`src/rtl/prbs_loss_window.sv`:
```
// prbs_loss_window: counts errors per window of valid bits and strobes loss_o when the
// threshold is reached; an error on the wrap bit starts the new window's count.
module prbs_loss_window #(
  parameter int LOSS_WINDOW = 64,
  parameter int LOSS_THRESH = 8
) (
  input  logic clk,
  input  logic rst,
  input  logic valid_i,
  input  logic err_i,
  input  logic clear_i,
  output logic loss_o
);
  localparam int BW = LOSS_WINDOW > 1 ? $clog2(LOSS_WINDOW) : 1;
  localparam int EW = $clog2(LOSS_THRESH + 1);
  logic [BW-1:0] win_bits_q, win_bits_d;
  logic [EW-1:0] win_errs_q, win_errs_d, errs_base;
  logic wrap;
  always_comb begin
    wrap = win_bits_q == BW'(LOSS_WINDOW - 1);
    errs_base = wrap ? '0 : win_errs_q;
    loss_o = valid_i && err_i && errs_base >= EW'(LOSS_THRESH - 1);
    win_bits_d = clear_i ? '0 : !valid_i ? win_bits_q : wrap ? '0 : win_bits_q + 1'b1;
    win_errs_d = clear_i ? '0 : !valid_i ? win_errs_q : errs_base + EW'(err_i);
  end
  always_ff @(posedge clk) begin
    if (rst) begin
      win_bits_q <= '0;
      win_errs_q <= '0;
    end else begin
      win_bits_q <= win_bits_d;
      win_errs_q <= win_errs_d;
    end
  end
endmodule

```
`config.mk`:
```
export PLATFORM = sky130hd
export DESIGN_NAME = prbs_loss_window
export DESIGN_NICKNAME = d
export VERILOG_FILES = /design/src/rtl/prbs_loss_window.sv
export SDC_FILE = /design/constraint.sdc
export NUM_CORES = 1
export LEC_CHECK = 0
export ABC_CLOCK_PERIOD_IN_PS = 2070
export CORE_AREA = 5 5 42 44
export CTS_CLUSTER_DIAMETER = 30
export DETAILED_ROUTE_END_ITERATION = 8
export DIE_AREA = 0 0 47 49
export GPL_TIMING_DRIVEN = 0
export PLACE_DENSITY_LB_ADDON = 0.15
export SLEW_MARGIN = 20
export SYNTH_ARGS = -nofsm -noshare
export SYNTH_HDL_FRONTEND = slang
export SYNTH_SLANG_ARGS = --single-unit
```
`constraint.sdc`:
```
create_clock -name clk -period 2.07 [get_ports clk]
set_input_delay 0.414 -clock clk [delete_from_list [all_inputs] [get_ports clk]]
set_output_delay 0.414 -clock clk [all_outputs]
set_load 0.005 [all_outputs]
```
==> impl_metrics.json, run 1 <==
{
  "clk_path_buf_depth": 2,
  "vias": 481,
  "grt_pass1_vias": 397,
  "syn_nets": 71,
  "final-hold-violation-count": 0,
  "r2r_end": "win_errs_q[2]$_SDFFE_PP0P_",
  "cts_root_buf": "clkbuf_4",
  "pwr-share-clk_pct": 45.3,
  "synth_area_leaders": "dfxtp_1, ha_1, nor2b_1, mux2i_1, nor2_1",
  "ys_ff_latch": 10,
  "max-vdd-ir-drop_uv": 360,
  "clk_latency_ns": 0.27,
  "cts_tree": "done",
  "grt_max_degree": 11,
  "yosys-top-cells-count": "dfxtp_1, nor2_1, nor2b_1, nand2_1, o21ai_0",
  "r2r_slack_ns": 0.25,
  "cp.arrival_ns": 1.48,
  "p_int_w": 0.000318,
  "power.density_nw_per_um2": 618,
  "hold_path_class": "reg -> reg",
  "placed_cells": 84,
  "holdPathStages": 2,
  "core_sq_um": 1400,
  "yosysMostFrequentCell": "dfxtp_1",
  "h-tree-depth": 1,
  "ys_seq_area_share_pct": 36.7,
  "yosysWarnings": 0,
  "dr.first_iter.drc_count": 7,
  "syn_avg_cell_area_sq_um": 8.66,
  "cts.sinks": 10,
  "worst-setup-path-type": "reg -> out",
  "fin_worst_skew_ns": 0.00275,
  "ys.flop_type": "dfxtp_1",
  "hp-start": "win_bits_q[5]$_SDFFE_PP0P_",
  "path_clk_slew_ns": 0.07,
  "track_usage_pct": 10.0,
  "p_switching_w": 0.0000954,
  "seq_power_share_pct": 47.8,
  "numCtsBuffers": 3,
  "synth_cell_type_count": 25,
  "fin_crit_sh_pct": 91.7,
  "wl_per_cell_um": 12.1,
  "timing.rr.start": "win_bits_q[0]$_SDFFE_PP0P_",
  "path_max_fanout": 7,
  "outcome": "completed",
  "end_kind": "output pin",
  "fin_crit_ns": 1.90,
  "utilization_pct": 47.7,
  "postCtsSetupBuffers": 0,
  "initial_core_util_pct": 38.9,
  "final-instance-count-excl-fill": 88,
  "max_freq_mhz": 527,
  "grt_pass1_wl_um": 1700,
  "synth_edf_count": 0,
  "total_power_w": 0.000413,
  "crit_required_ns": 1.66,
  "hold_buffers": 0,
  "r2r_cells": 9,
  "fin_nets": 81,
  "gr-total-overflow": 0,
  "relSlewSlack_pct": 81.2,
  "synthArstFlopShare_pct": 0,
  "firstDrtPassIters": 4,
  "setup_viol": 0,
  "drive_gt1_share_pct": 19.4,
  "p_leak_nw": 0.256,
  "antenna_found_initial": 0,
  "ant_nets": 0,
  "comb_power_share_pct": 7.0,
  "n_antenna_cell": 0,
  "dpl.hpwl_um": 765,
  "die_w_um": 47,
  "startpoint_type": "flop",
  "viasPerCell": 5.47,
  "grt_setup_unrepaired": "false",
  "yosysTopAreaCellShare_pct": 36.7,
  "netlist_instances": 63,
  "switching_share_pct": 23.1,
  "hold_end": "win_bits_q[5]$_SDFFE_PP0P_",
  "areaGrowthSynthToFinish_pct": 22.5,
  "top_level_ports": 6,
  "route.detailed.drc": 0,
  "postCtsResizedCells": 9,
  "drv_cap": 0,
  "die_height_um": 49,
  "dieArea_sq_um": 2300,
  "synth.largest_area_cell": "dfxtp_1",
  "portBuffers": 5,
  "drt_wl_total_um": 1070,
  "place.gp.congestion": 0.736,
  "netlist_area_sq_um": 546,
  "worst_pin_slew_ns": 0.282,
  "finalMaxSlewViolations": 0,
  "rows": 14
}
[final cells by class]
class	instances	area [sq um]
multi-input combinational	51	343
tap	16	20.0
clock buffer	4	36.3
fill	149	733
buffer	2	18.8
sequential	10	203
timing repair buffer	5	47.5
[registers in the layout, summed over array words and instances (netlist names)]
register and flops:
win_bits_q 6, win_errs_q 4
[per-layer routing]
metal / vias to the layer above / GRT usage, % / part of all wire [%]
met5: - / 0 / 0
met4: 0 / 6.91 / 2.9
met3: 5 / 2.21 / 4.9
met2: 11 / 12.4 / 38
met1: 217 / 14.6 / 54
li1: 248 / - / -
[power groups by stage]
stage	clock (W)	sequential, W	combinational [W]
detailed placement	0	0.000202	0.0000285
finish	0.000187	0.000197	0.0000288
global placement	0	0.000201	0.0000280
CTS	0.000184	0.000197	0.0000293
floorplan	0	0.000201	0.0000163
global route	0.000196	0.000197	0.0000317
[stage by stage]
step                setup TNS (ns)  setup WS (ns)  instance area, sq um  hold WS, ns
CTS                              0          0.183                   668        0.523
global placement            -0.364         -0.364                   616        0.493
global route                     0          0.101                   668        0.556
finish                           0          0.173                   668        0.517
floorplan                        0          0.342                   546        0.474
detailed placement          -0.362         -0.362                   616        0.506
[layout by cell type (no fill, tap or decap), drive strengths merged]
master	count
or3	2
nand3	3
nor3	1
or2	1
and3	1
o211ai	2
nor2	6
nand2	5
dlygate4sd2	2
nand2b	2
ha	3
mux2	1
mux2i	3
nor2b	5
nand4	2
dfxtp	10
clkdlybuf4s50	3
buf	2
a41oi	1
a311oi	1
a21oi	3
a31oi	3
xor2	2
clkbuf	4
o21ai	4
[logic make-up after synthesis]
logic type | after synthesis | synth area share [%]
AOI/OAI and AO/OA | 14 | 15.8
xor gates and xnor gates | 2 | 3.21
adders and majority gates | 3 | 6.88
buffers and inverters | 2 | 2.29
DFF | 10 | 36.7
muxes | 4 | 7.57
and+or+nand+nor | 28 | 27.5
[worst max-delay path by stage]
stage,from,endpoint,slack [ns],depth (start not counted)
6_report,win_bits_q[0]$_SDFFE_PP0P_,loss_o,0.17,5
5_1_grt,win_bits_q[0]$_SDFFE_PP0P_,win_errs_q[2]$_SDFFE_PP0P_,0.10,9
4_1_cts,win_bits_q[0]$_SDFFE_PP0P_,loss_o,0.18,5
3_5_place_dp,valid_i,loss_o,-0.36,5
3_3_place_gp,valid_i,loss_o,-0.36,5
2_1_floorplan,win_bits_q[0]$_SDFFE_PP0P_,win_errs_q[2]$_SDFFE_PP0P_,0.34,9
[worst max-delay path, stage by stage, from the launching register on]
cell           delay (ns)
dfxtp_2              0.40
ha_2                 0.25
nand2_4              0.09
nor2_2               0.15
nor3_1               0.07
dlygate4sd2_1        0.26
Note: power is estimated with default switching activity, not from simulation.
==> inputs of run 2 (changes only) <==
--- a/config.mk
+++ b/config.mk
@@ -6,10 +6,10 @@
 export NUM_CORES = 1
 export LEC_CHECK = 0
 export ABC_CLOCK_PERIOD_IN_PS = 2070
-export CORE_AREA = 5 5 42 44
+export CORE_AREA = 3 3 40 42
 export CTS_CLUSTER_DIAMETER = 30
 export DETAILED_ROUTE_END_ITERATION = 8
-export DIE_AREA = 0 0 47 49
+export DIE_AREA = 0 0 43 45
 export GPL_TIMING_DRIVEN = 0
 export PLACE_DENSITY_LB_ADDON = 0.15
 export SLEW_MARGIN = 20
==> impl_metrics.json, run 2 (synthesized netlist as in run 1, its figures left out) <==
{
  "top_register": "win_bits_q",
  "worst-setup-path-type": "reg -> out",
  "dpl.hpwl_um": 702,
  "dr.first_iter.drc_count": 9,
  "timing.rr.start": "win_bits_q[0]$_SDFFE_PP0P_",
  "globalRouteMet1Util_pct": 15.8,
  "h-tree-depth": 1,
  "vias": 452,
  "multiInputGateArea_sq_um": 340,
  "switching_share_pct": 22.4,
  "seq_power_share_pct": 55.2,
  "viasPerCell": 5.26,
  "r2r_slack_ns": 0.28,
  "dieArea_sq_um": 1940,
  "crit_required_ns": 1.66,
  "register_area_sq_um": 203,
  "gr-total-overflow": 0,
  "cts.sinks": 10,
  "clk_path_buf_depth": 2,
  "die_height_um": 45,
  "ant_nets": 0,
  "hp-start": "win_bits_q[5]$_SDFFE_PP0P_",
  "grt_max_degree": 11,
  "grt_pass1_vias": 406,
  "fin_crit_ns": 1.92,
  "initial_core_util_pct": 42.5,
  "die_w_um": 43,
  "r2r_cells": 9,
  "final-hold-violation-count": 0,
  "cts_root_buf": "clkbuf_4",
  "layout_commonest_cell": "dfxtp_1",
  "numCtsBuffers": 3,
  "startpoint_type": "flop",
  "grt_use_met2_pct": 17.4,
  "setup_viol": 0,
  "max-vdd-ir-drop_uv": 471,
  "r2r_end": "win_errs_q[2]$_SDFFE_PP0P_",
  "core_sq_um": 1280,
  "cp.arrival_ns": 1.50,
  "max_freq_mhz": 522,
  "crit_chain": "ha_2 -> nand2_4 -> nor2_1 -> nor3_1 -> dlygate4sd2_1",
  "place.gp.congestion": 0.727,
  "grt_setup_unrepaired": "false",
  "postCtsSetupBuffers": 0,
  "total_power_w": 0.000358,
  "use_met3_pct": 5.98,
  "p_switching_w": 0.0000801,
  "areaGrowthSynthToFinish_pct": 19.3,
  "firstDrtPassIters": 2,
  "outcome": "completed",
  "drt_wl_total_um": 987,
  "grt_pass1_wl_um": 1730,
  "holdPathStages": 2,
  "track_usage_pct": 11.8,
  "hold_path_class": "reg -> reg",
  "relSlewSlack_pct": 83.1,
  "path_clk_slew_ns": 0.07,
  "crit_slowest_cell": "dfxtp_2",
  "route.detailed.drc": 0,
  "place_area_sq_um": 614,
  "p_int_w": 0.000278,
  "hold_end": "win_bits_q[5]$_SDFFE_PP0P_",
  "crit_start": "win_bits_q[0]$_SDFFE_PP0P_",
  "p_leak_nw": 0.249,
  "reg.largest.list": "win_bits_q (6), win_errs_q (4)",
  "top_level_ports": 6,
  "clk_latency_ns": 0.26,
  "wl_per_cell_um": 11.5,
  "n_antenna_cell": 0,
  "fillers": 127,
  "pwr-share-clk_pct": 36.9,
  "comb_power_share_pct": 7.9,
  "fin_nets": 81,
  "antenna_found_initial": 0,
  "final_cell_area_sq_um": 651,
  "fin_worst_skew_ns": 0.00503,
  "final_cell_mix": "dfxtp_1, nor2_1, nor2b_1",
  "hold_buffers": 0,
  "power.density_nw_per_um2": 550,
  "end_kind": "output pin",
  "largest_reg_flops": 6,
  "portBuffers": 5,
  "path_max_fanout": 7,
  "cts_tree": "done",
  "drive_gt1_share_pct": 16.9,
  "rows": 13,
  "fin_crit_sh_pct": 92.6,
  "worst_pin_slew_ns": 0.253,
  "top_usage_layer": "met2",
  "slowest_delay_ns": 0.39,
  "drv_cap": 0,
  "finalMaxSlewViolations": 0
}
-- run 2: cell count changes in the layout (fill, tap and decap cells not counted), sizes merged --
cell / delta
clkbuf: -1
-- run 2: timing repair --
| action | in CTS | in global routing |
|---|---|---|
| setup endpoints to repair | 1 | 0 |
| resized for setup | 8 | 0 |
| endpoints found under the hold margin | 0 | 0 |
-- run 2: how the worst max path moves through the flow --
stage                                 endpoint  slack, ns  depth (start not counted)
finish                                  loss_o       0.15                          5
global route                            loss_o       0.07                          5
floorplan           win_errs_q[2]$_SDFFE_PP0P_       0.34                          9
CTS                                     loss_o       0.15                          5
global placement                        loss_o      -0.35                          5
detailed placement                      loss_o      -0.35                          5
-- run 2: stage by stage --
stage | setup WS (ns) | utilization [%] | std cells | hold WS, ns | TNS, ns
finish | 0.154 | 50.6 | 86 | 0.515 | 0
floorplan | 0.342 | - | 63 | 0.474 | 0
global route | 0.0656 | 50.6 | 86 | 0.536 | 0
CTS | 0.148 | 50.6 | 86 | 0.520 | 0
detailed placement | -0.352 | 47.8 | 83 | 0.506 | -0.352
global placement | -0.351 | 47.8 | 83 | 0.492 | -0.351
-- run 2: critical path: cells and delay by family (launching register included) --
family / cells / cell delay (ns)
and+or+nand+nor: 3 / 0.34
buffers and inverters: 1 / 0.26
adders and majority gates: 1 / 0.25
DFF: 1 / 0.39
-- run 2: layout make-up --
type	instances	area share (%)
multi-input combinational	51	52.3
sequential	10	31.2
timing repair buffer	5	7.31
clock buffer	3	3.46
buffer	2	2.88
tap	15	2.88
-- run 2: power groups by stage --
stage / logic (W) / registers (W) / clock network (W)
floorplan: 0.0000163 / 0.000201 / 0
global placement: 0.0000280 / 0.000202 / 0
detailed placement: 0.0000281 / 0.000202 / 0
CTS: 0.0000289 / 0.000197 / 0.000140
global route: 0.0000328 / 0.000198 / 0.000145
finish: 0.0000283 / 0.000197 / 0.000132
-- run 2: metal layers --
metal / routed length [um] / part of all wire [%] / vias up
met5: 0 / 0 / -
met4: 0 / 0 / 0
met3: 58 / 5.9 / 0
met2: 393 / 40 / 8
met1: 534 / 54 / 193
li1: - / - / 251
==> inputs of run 3 (changes only) <==
==> constraint.sdc (replaced) <==
create_clock -name clk -period 2.07 [get_ports clk]
set_input_delay 0.414 -clock clk [delete_from_list [all_inputs] [get_ports clk]]
set_output_delay 0.414 -clock clk [all_outputs]
set_load 0.01 [all_outputs]
==> impl_metrics.json, run 3 (synthesized netlist as in run 1, its figures left out) <==
{
  "postCtsSetupBuffers": 0,
  "rows": 13,
  "firstDrtPassIters": 4,
  "crit_slowest_cell": "dfxtp_1",
  "postCtsResizedCells": 4,
  "slowest_delay_ns": 0.42,
  "clk_path_buf_depth": 2,
  "hold_buffers": 0,
  "h-tree-depth": 1,
  "top_register": "win_bits_q",
  "layout_commonest_cell": "dfxtp_1",
  "critPathTopFamily": "flip-flops",
  "reg.largest.list": "win_bits_q (6), win_errs_q (4)",
  "worst-setup-path-type": "reg -> out",
  "path_buf_inv": 1,
  "drv_cap": 0,
  "startpoint_type": "flop",
  "dpl.hpwl_um": 702,
  "path_clk_slew_ns": 0.07,
  "wl_per_cell_um": 11.6,
  "fin_crit_sh_pct": 94.4,
  "grt_pass1_vias": 408,
  "relSlewSlack_pct": 85.2,
  "grt_pass1_wl_um": 1750,
  "worst_pin_slew_ns": 0.222,
  "path_max_fanout": 7,
  "drive_gt1_share_pct": 16.9,
  "cts_root_buf": "clkbuf_4",
  "fin_worst_skew_ns": 0.00580,
  "clk_latency_ns": 0.26,
  "gr-total-overflow": 0,
  "cts_tree": "done",
  "hold_path_class": "reg -> reg",
  "place.gp.congestion": 0.727,
  "route.detailed.drc": 0,
  "antenna_found_initial": 0,
  "areaGrowthSynthToFinish_pct": 18.6,
  "grt_max_degree": 11,
  "p_leak_nw": 0.232,
  "power.density_nw_per_um2": 554,
  "fin_crit_ns": 1.95,
  "core_sq_um": 1280,
  "portBuffers": 5,
  "max-vdd-ir-drop_uv": 471,
  "whs_ns": 0.516,
  "end_kind": "output pin",
  "ant_nets": 0,
  "drt_wl_total_um": 994,
  "viasPerCell": 5.24,
  "dieArea_sq_um": 1940,
  "final-hold-violation-count": 0,
  "cp.arrival_ns": 1.54,
  "track_usage_pct": 11.9,
  "die_w_um": 43,
  "total_power_w": 0.000359,
  "initial_core_util_pct": 42.5,
  "numCtsBuffers": 3,
  "n_antenna_cell": 0,
  "dr.first_iter.drc_count": 2,
  "setup_viol": 0,
  "crit_required_ns": 1.66,
  "max_freq_mhz": 512,
  "grt_setup_unrepaired": "false",
  "fin_nets": 81,
  "die_height_um": 45,
  "vias": 451,
  "finalMaxSlewViolations": 0,
  "largest_reg_flops": 6,
  "final_cell_mix": "dfxtp_1, nor2b_1, nor2_1",
  "crit_chain": "ha_2 -> nand2_2 -> nor2_2 -> nor3_1 -> dlygate4sd2_1",
  "top_level_ports": 6,
  "cts.sinks": 10,
  "outcome": "completed"
}
run 3: cell counts in the layout (fill, tap and decap cells not counted):
No cell type changed its count.
run 3: final timing paths:
path | startpoint | end | slack (ns) | cells past startpoint
max | win_bits_q[1]$_SDFFE_PP0P_ | loss_o | 0.12 | 5
min | win_bits_q[5]$_SDFFE_PP0P_ | win_bits_q[5]$_SDFFE_PP0P_ | 0.52 | 2
max reg2reg | win_bits_q[0]$_SDFFE_PP0P_ | win_errs_q[2]$_SDFFE_PP0P_ | 0.25 | 9
min reg2reg | win_bits_q[5]$_SDFFE_PP0P_ | win_bits_q[5]$_SDFFE_PP0P_ | 0.52 | 2
run 3: layout make-up:
class                           count  area (sq um)
Fill cell                         127           638
Multi-Input combinational cell     51           338
Timing Repair Buffer                5          47.5
Sequential cell                    10           201
Clock buffer                        3          22.5
Buffer                              2          18.8
Tap cell                           15          18.8
run 3: worst reg2reg max path: stages, from the launching register on:
cell	delay [ns]
dfxtp_2	0.36
ha_2	0.22
nand2_2	0.14
nor2_2	0.07
nor2b_1	0.11
ha_1	0.19
ha_1	0.17
nand2_1	0.06
or3_1	0.31
a31oi_1	0.12
run 3: metal layers:
layer | global-route usage [%] | wire, um | vias to the layer above
met3 | 5.98 | 63 | 0
met1 | 16.0 | 537 | 191
met4 | 1.81 | 0 | 0
li1 | - | - | 250
met5 | 0 | 0 | -
met2 | 17.4 | 394 | 10
run 3: through the flow:
stage / worst slack [ns] / TNS [ns] / instance area (sq um) / std cells / util, %
global route: 0.0131 / 0 / 647 / 86 / 50.3
CTS: 0.00360 / 0 / 641 / 86 / 49.9
global placement: -0.386 / -0.386 / 614 / 83 / 47.8
floorplan: 0.342 / 0 / 546 / 63 / -
finish: 0.117 / 0 / 647 / 86 / 50.3
detailed placement: -0.387 / -0.387 / 614 / 83 / 47.8
run 3: report_power, final:
part,total (W),switching [W],internal (W),leakage [nW]
Sequential,0.000197,0.00000281,0.000195,0.0812
Combinational,0.0000284,0.0000122,0.0000162,0.137
Clock,0.000133,0.0000657,0.0000671,0.0138
==> RTL change 1: new RTL, settings of run 1 <==
Register the output `loss_o`; this adds one clock of latency there.
--- a/src/rtl/prbs_loss_window.sv
+++ b/src/rtl/prbs_loss_window.sv
@@ -13,13 +13,15 @@
 );
   localparam int BW = LOSS_WINDOW > 1 ? $clog2(LOSS_WINDOW) : 1;
   localparam int EW = $clog2(LOSS_THRESH + 1);
+
+  logic loss_d;
   logic [BW-1:0] win_bits_q, win_bits_d;
   logic [EW-1:0] win_errs_q, win_errs_d, errs_base;
   logic wrap;
   always_comb begin
     wrap = win_bits_q == BW'(LOSS_WINDOW - 1);
     errs_base = wrap ? '0 : win_errs_q;
-    loss_o = valid_i && err_i && errs_base >= EW'(LOSS_THRESH - 1);
+    loss_d = valid_i && err_i && errs_base >= EW'(LOSS_THRESH - 1);
     win_bits_d = clear_i ? '0 : !valid_i ? win_bits_q : wrap ? '0 : win_bits_q + 1'b1;
     win_errs_d = clear_i ? '0 : !valid_i ? win_errs_q : errs_base + EW'(err_i);
   end
@@ -32,5 +34,9 @@
       win_errs_q <= win_errs_d;
     end
   end
+  always_ff @(posedge clk) begin
+    loss_o <= loss_d;
+  end
+
 endmodule
 
Function: changed (Yosys sat finds a counterexample within 10 cycles, from zero or initial values).
==> RTL change 1 against run 1 <==
Total power shrank 4.7%. Cell area shrank 0.37%. Count of clock-buffer cells in the layout is the same. Wire length shrank 3.3%. Area after synthesis grew 3.7%. Setup slack lost 0.017 ns. Sequential cell count grew 1. Critical path depth grew 4. Critical endpoint is now win_errs_q[2]. Largest power group unchanged.
==> RTL change 1: results (changes against run 1) <==
Outcome
  – Outcome: completed (unchanged)

Logic synthesis
  – Synth Area in Compound Gates: 0.153 (was 0.158)
  – XOR/XNOR Fraction of Synth Area: 0.0310 (was 0.0321)
  – Commonest cells post-synth: 11 x dfxtp_1, 6 x nor2_1, 5 x nor2b_1 (was 10 x dfxtp_1, 6 x nor2_1, 5 x nor2b_1)
  – Top cells by area, synth: dfxtp_1 39%, ha_1 6.6%, nor2b_1 5.5% (was dfxtp_1 37%, ha_1 6.9%, nor2b_1 5.7%)
  – Syn Nets: 72 (was 71)
  – Proportion of synthesized area in mux cells: 0.0730 (was 0.0757)
  – Adder-cell share of the synthesized area: 0.0664 (was 0.0688)

Timing
  – Clock skew: 0.00326 ns (was 0.00275 ns)
  – Slew margin rel.: 0.844 (was 0.812)

Placement
  – Placer congestion estimate: 0.698 (was 0.736)
  – Port bufs: 5 (unchanged)
  – Dpl cell area: 636 sq um (was 616 sq um)
  – Post-DP HPWL: 729 um (was 765 um)

Setup path
  – R2R Setup Slk: 0.16 ns (was 0.25 ns)
  – RR Startpoint: win_bits_q[1] (was win_bits_q[0])
  – Critical path fanouts, max: 7 (unchanged)
  – Worst EP arrival: 2.11 ns (was 1.48 ns)

GRT
  – First-pass GRT wire length: 1660 um (was 1700 um)
  – GRT Total Usage: 0.0995 (was 0.100)

Cells and area
  – Layout cell share with drive strength beyond 1: 0.151 (was 0.194)
  – Largest registers: win_bits_q: 6 flops, win_errs_q: 4 flops, loss_o: 1 flops (was win_bits_q: 6 flops, win_errs_q: 4 flops)
  – # nets final: 82 (was 81)
  – Filler cells: 153 (was 149)

Detailed routing
  – Wire length per cell: 11.6 um (was 12.1 um)
  – DR iter-0 viols: 10 (was 7)
  – Via count: 472 (was 481)

Power
  – P_sw: 0.0000897 W (was 0.0000954 W)
  – Max VDD drop: 403 uV (was 360 uV)
  – Leak pwr: 0.233 nW (was 0.256 nW)
[RTL change 1: changes by cell type after synthesis]
cell | run 1 | this run
dfxtp_1 | 10 | 11
[RTL change 1: per-layer routing]
metal,vias up,part of all wire,global-route usage
li1,253,-,-
met1,211,0.53,0.142
met2,6,0.41,0.113
met3,2,0.046,0.0332
met4,0,0.014,0.0829
met5,-,0,0
[RTL change 1: worst max path at each step]
stage,start,endpoint,depth (start not counted)
detailed placement,win_bits_q[0],win_errs_q[2],9
CTS,win_bits_q[0],win_errs_q[2],9
finish,win_bits_q[1],win_errs_q[2],9
floorplan,win_bits_q[0],win_errs_q[2],9
global route,win_bits_q[1],win_errs_q[2],9
global placement,win_bits_q[0],win_errs_q[2],9
[RTL change 1: repair_timing]
item / CTS / global route
setup endpoints to repair: 0 / 1
hold buffers: 0 / 0
resized for setup: 0 / 2
[RTL change 1: final cells by class]
class	instances	area share
Buffer	2	0.0188
Tap cell	16	0.0301
Clock buffer	4	0.0395
Timing Repair Buffer	5	0.0752
Sequential cell	11	0.333
Multi-Input combinational cell	51	0.504
[RTL change 1: worst max-delay path: stages (launching register included)]
cell	delay, ns
dfxtp_1	0.44
ha_2	0.27
nand2_2	0.11
nor2_1	0.19
nor2b_1	0.07
ha_1	0.21
ha_1	0.20
nor2b_1	0.10
o21ai_0	0.08
a31oi_1	0.17
[RTL change 1: kinds of logic (layout without fill, tap and decap cells)]
group | Yosys count | count (layout)
and+or+nand+nor | 28 | 28
DFF | 11 | 11
AOI/OAI and AO/OA | 14 | 14
xor gates and xnor gates | 2 | 2
adders and majority gates | 3 | 3
buffers and inverters | 2 | 11
muxes | 4 | 4
[RTL change 1: stage by stage]
step	cells	util	worst slack [ns]	hold slack, ns
after detailed placement	85	0.454	0.144	0.510
after global routing	89	0.475	0.00378	0.549
after CTS	89	0.472	0.101	0.522
after global placement	85	0.454	0.155	0.494
final	89	0.475	0.155	0.519
after floorplan	64	-	0.342	0.474
[RTL change 1: power groups by stage]
stage | sequential, W | clock (W) | combinational (W)
CTS | 0.000216 | 0.000151 | 0.0000285
detailed placement | 0.000221 | 0 | 0.0000285
global route | 0.000217 | 0.000163 | 0.0000312
floorplan | 0.000220 | 0 | 0.0000163
finish | 0.000217 | 0.000149 | 0.0000279
global placement | 0.000221 | 0 | 0.0000280
==> RTL change 2: new RTL, config.mk and constraints of run 1 <==
Made on the original files. `LOSS_THRESH`: 8 -> 16.
--- a/src/rtl/prbs_loss_window.sv
+++ b/src/rtl/prbs_loss_window.sv
@@ -2,7 +2,7 @@
 // threshold is reached; an error on the wrap bit starts the new window's count.
 module prbs_loss_window #(
   parameter int LOSS_WINDOW = 64,
-  parameter int LOSS_THRESH = 8
+  parameter int LOSS_THRESH = 16
 ) (
   input  logic clk,
   input  logic rst,
Formal check against the unedited RTL: not equivalent (a bounded check fails within 10 cycles, from zero or initial values).
==> RTL change 2 against run 1 <==
Cell area is 11% higher. Highest routed layer is now met3. Critical path type unchanged. Critical endpoint unchanged. Total power is 3.7% lower. Global-route usage is 3.5 points higher. Wire length is 25% higher. Area after synthesis is 17% higher. Combinational power is 9.0% higher. Sequential cell count is 1 higher. Setup slack better by 0.023 ns.
==> RTL change 2: results (changes against run 1) <==
CTS
  – PostCTS Resize Cnt: 6 (was 9)

Detailed routing
  – WL final: 1330 um (was 1070 um)
  – Vias/cell: 5.62 (was 5.47)
  – DR iter-0 viols: 5 (was 7)

Power
  – P_int: 0.000305 W (was 0.000318 W)
  – Reg power frac: 0.545 (was 0.478)
  – Combinational power share: 0.079 (was 0.070)
  – Max VDD drop: 307 uV (was 360 uV)
  – Leak pwr: 0.256 nW (about the same)

Logic synthesis
  – Area share of the largest cell type after synthesis: 0.346 (was 0.367)
  – XOR/XNOR Fraction of Synth Area: 0.0275 (was 0.0321)
  – Synth Area in Compound Gates: 0.181 (was 0.158)
  – Syn Nets: 84 (was 71)
  – Sequential-to-total area share from yosys stat: 0.346 (was 0.367)
  – Warnings from Yosys: 0 (unchanged)
  – Distinct cells, synth: 31 (was 25)
  – Proportion of synthesized area in mux cells: 0.0491 (was 0.0757)
  – Top cells by area, synth: dfxtp_1 35%, o211ai_1 4.7%, nand2_1 4.1% (was dfxtp_1 37%, ha_1 6.9%, nor2b_1 5.7%)
  – Commonest cells post-synth: 11 x dfxtp_1, 7 x nand2_1, 6 x nor2_1 (was 10 x dfxtp_1, 6 x nor2_1, 5 x nor2b_1)

Setup path
  – Worst EP arrival: 1.46 ns (was 1.48 ns)
  – Max stage delay on crit path: 0.42 ns (was 0.40 ns)
  – Critical path fanouts, max: 10 (was 7)

Cells and area
  – Largest registers: win_bits_q: 6 flops, win_errs_q: 5 flops (was win_bits_q: 6 flops, win_errs_q: 4 flops)
  – Layout cell share with drive strength beyond 1: 0.153 (was 0.194)
  – # nets final: 93 (was 81)
  – Filler cells: 153 (was 149)

Placement
  – Port bufs: 4 (was 5)
  – Post-DP HPWL: 915 um (was 765 um)
  – Placer congestion estimate: 0.821 (was 0.736)
  – Dpl cell area: 697 sq um (was 616 sq um)

GRT
  – First-pass GRT wire length: 2350 um (was 1700 um)
  – GRT Total Usage: 0.136 (was 0.100)
  – Number of global-route vias before repair: 535 (was 397)

Outcome
  – Outcome: completed (unchanged)

Timing
  – Slew margin rel.: 0.862 (was 0.812)
  – Clock skew: 0.00279 ns (was 0.00275 ns)

Worst hold path
  – HP Class: in -> reg (was reg -> reg)
[RTL change 2: cell types whose count changed after synthesis, sizes merged, moves of 2 or more]
cell    change
nand2b      +2
nor2b       -2
buf         +2
nand2       +3
o211ai      +2
a21oi       +2
[RTL change 2: worst paths after layout]
path,slack (ns),cells past startpoint,from,to
worst min register to register,0.51,2,win_errs_q[4],win_errs_q[4]
worst min-delay path,0.49,3,valid_i,win_bits_q[0]
worst max register to register,0.31,8,win_bits_q[0],win_errs_q[1]
worst max-delay path,0.20,5,win_bits_q[3],loss_o
[RTL change 2: cell families after synthesis]
| family | after synthesis |
|---|---|
| muxes | 3 |
| and+or+nand+nor | 36 |
| xor gates and xnor gates | 2 |
| DFF | 11 |
| AOI/OAI and AO/OA | 18 |
| buffers and inverters | 5 |
| adders and majority gates | 2 |
[RTL change 2: per-layer routing]
metal | share of wire | track usage
met5 | 0 | 0
met2 | 0.48 | 0.183
met1 | 0.49 | 0.186
met4 | 0 | 0.0645
met3 | 0.035 | 0.0480
[RTL change 2: critical path: cells and delay by family (launching register included)]
| kind | cells | cell delay, ns |
|---|---|---|
| buf+inv | 2 | 0.44 |
| flops | 1 | 0.42 |
| simple gates | 3 | 0.34 |
[RTL change 2: cell type report]
class,instances,area (sq um),area share
inverters,1,3.75,0.00506
well taps,16,20.0,0.0270
clock buffers,4,26.3,0.0354
repair buffers,4,38.8,0.0523
multi-input cells,61,399,0.538
flip-flops and latches,11,223,0.300
plain buffers,4,31.3,0.0422
[RTL change 2: stage by stage]
step | worst slack, ns | instances | total power, W
final | 0.196 | 101 | 0.000398
after global routing | 0.0101 | 101 | 0.000422
after CTS | 0.181 | 101 | 0.000400
after detailed placement | 0.0440 | 97 | 0.000252
after global placement | 0.0388 | 97 | 0.000252
after floorplan | 0.393 | 77 | 0.000241
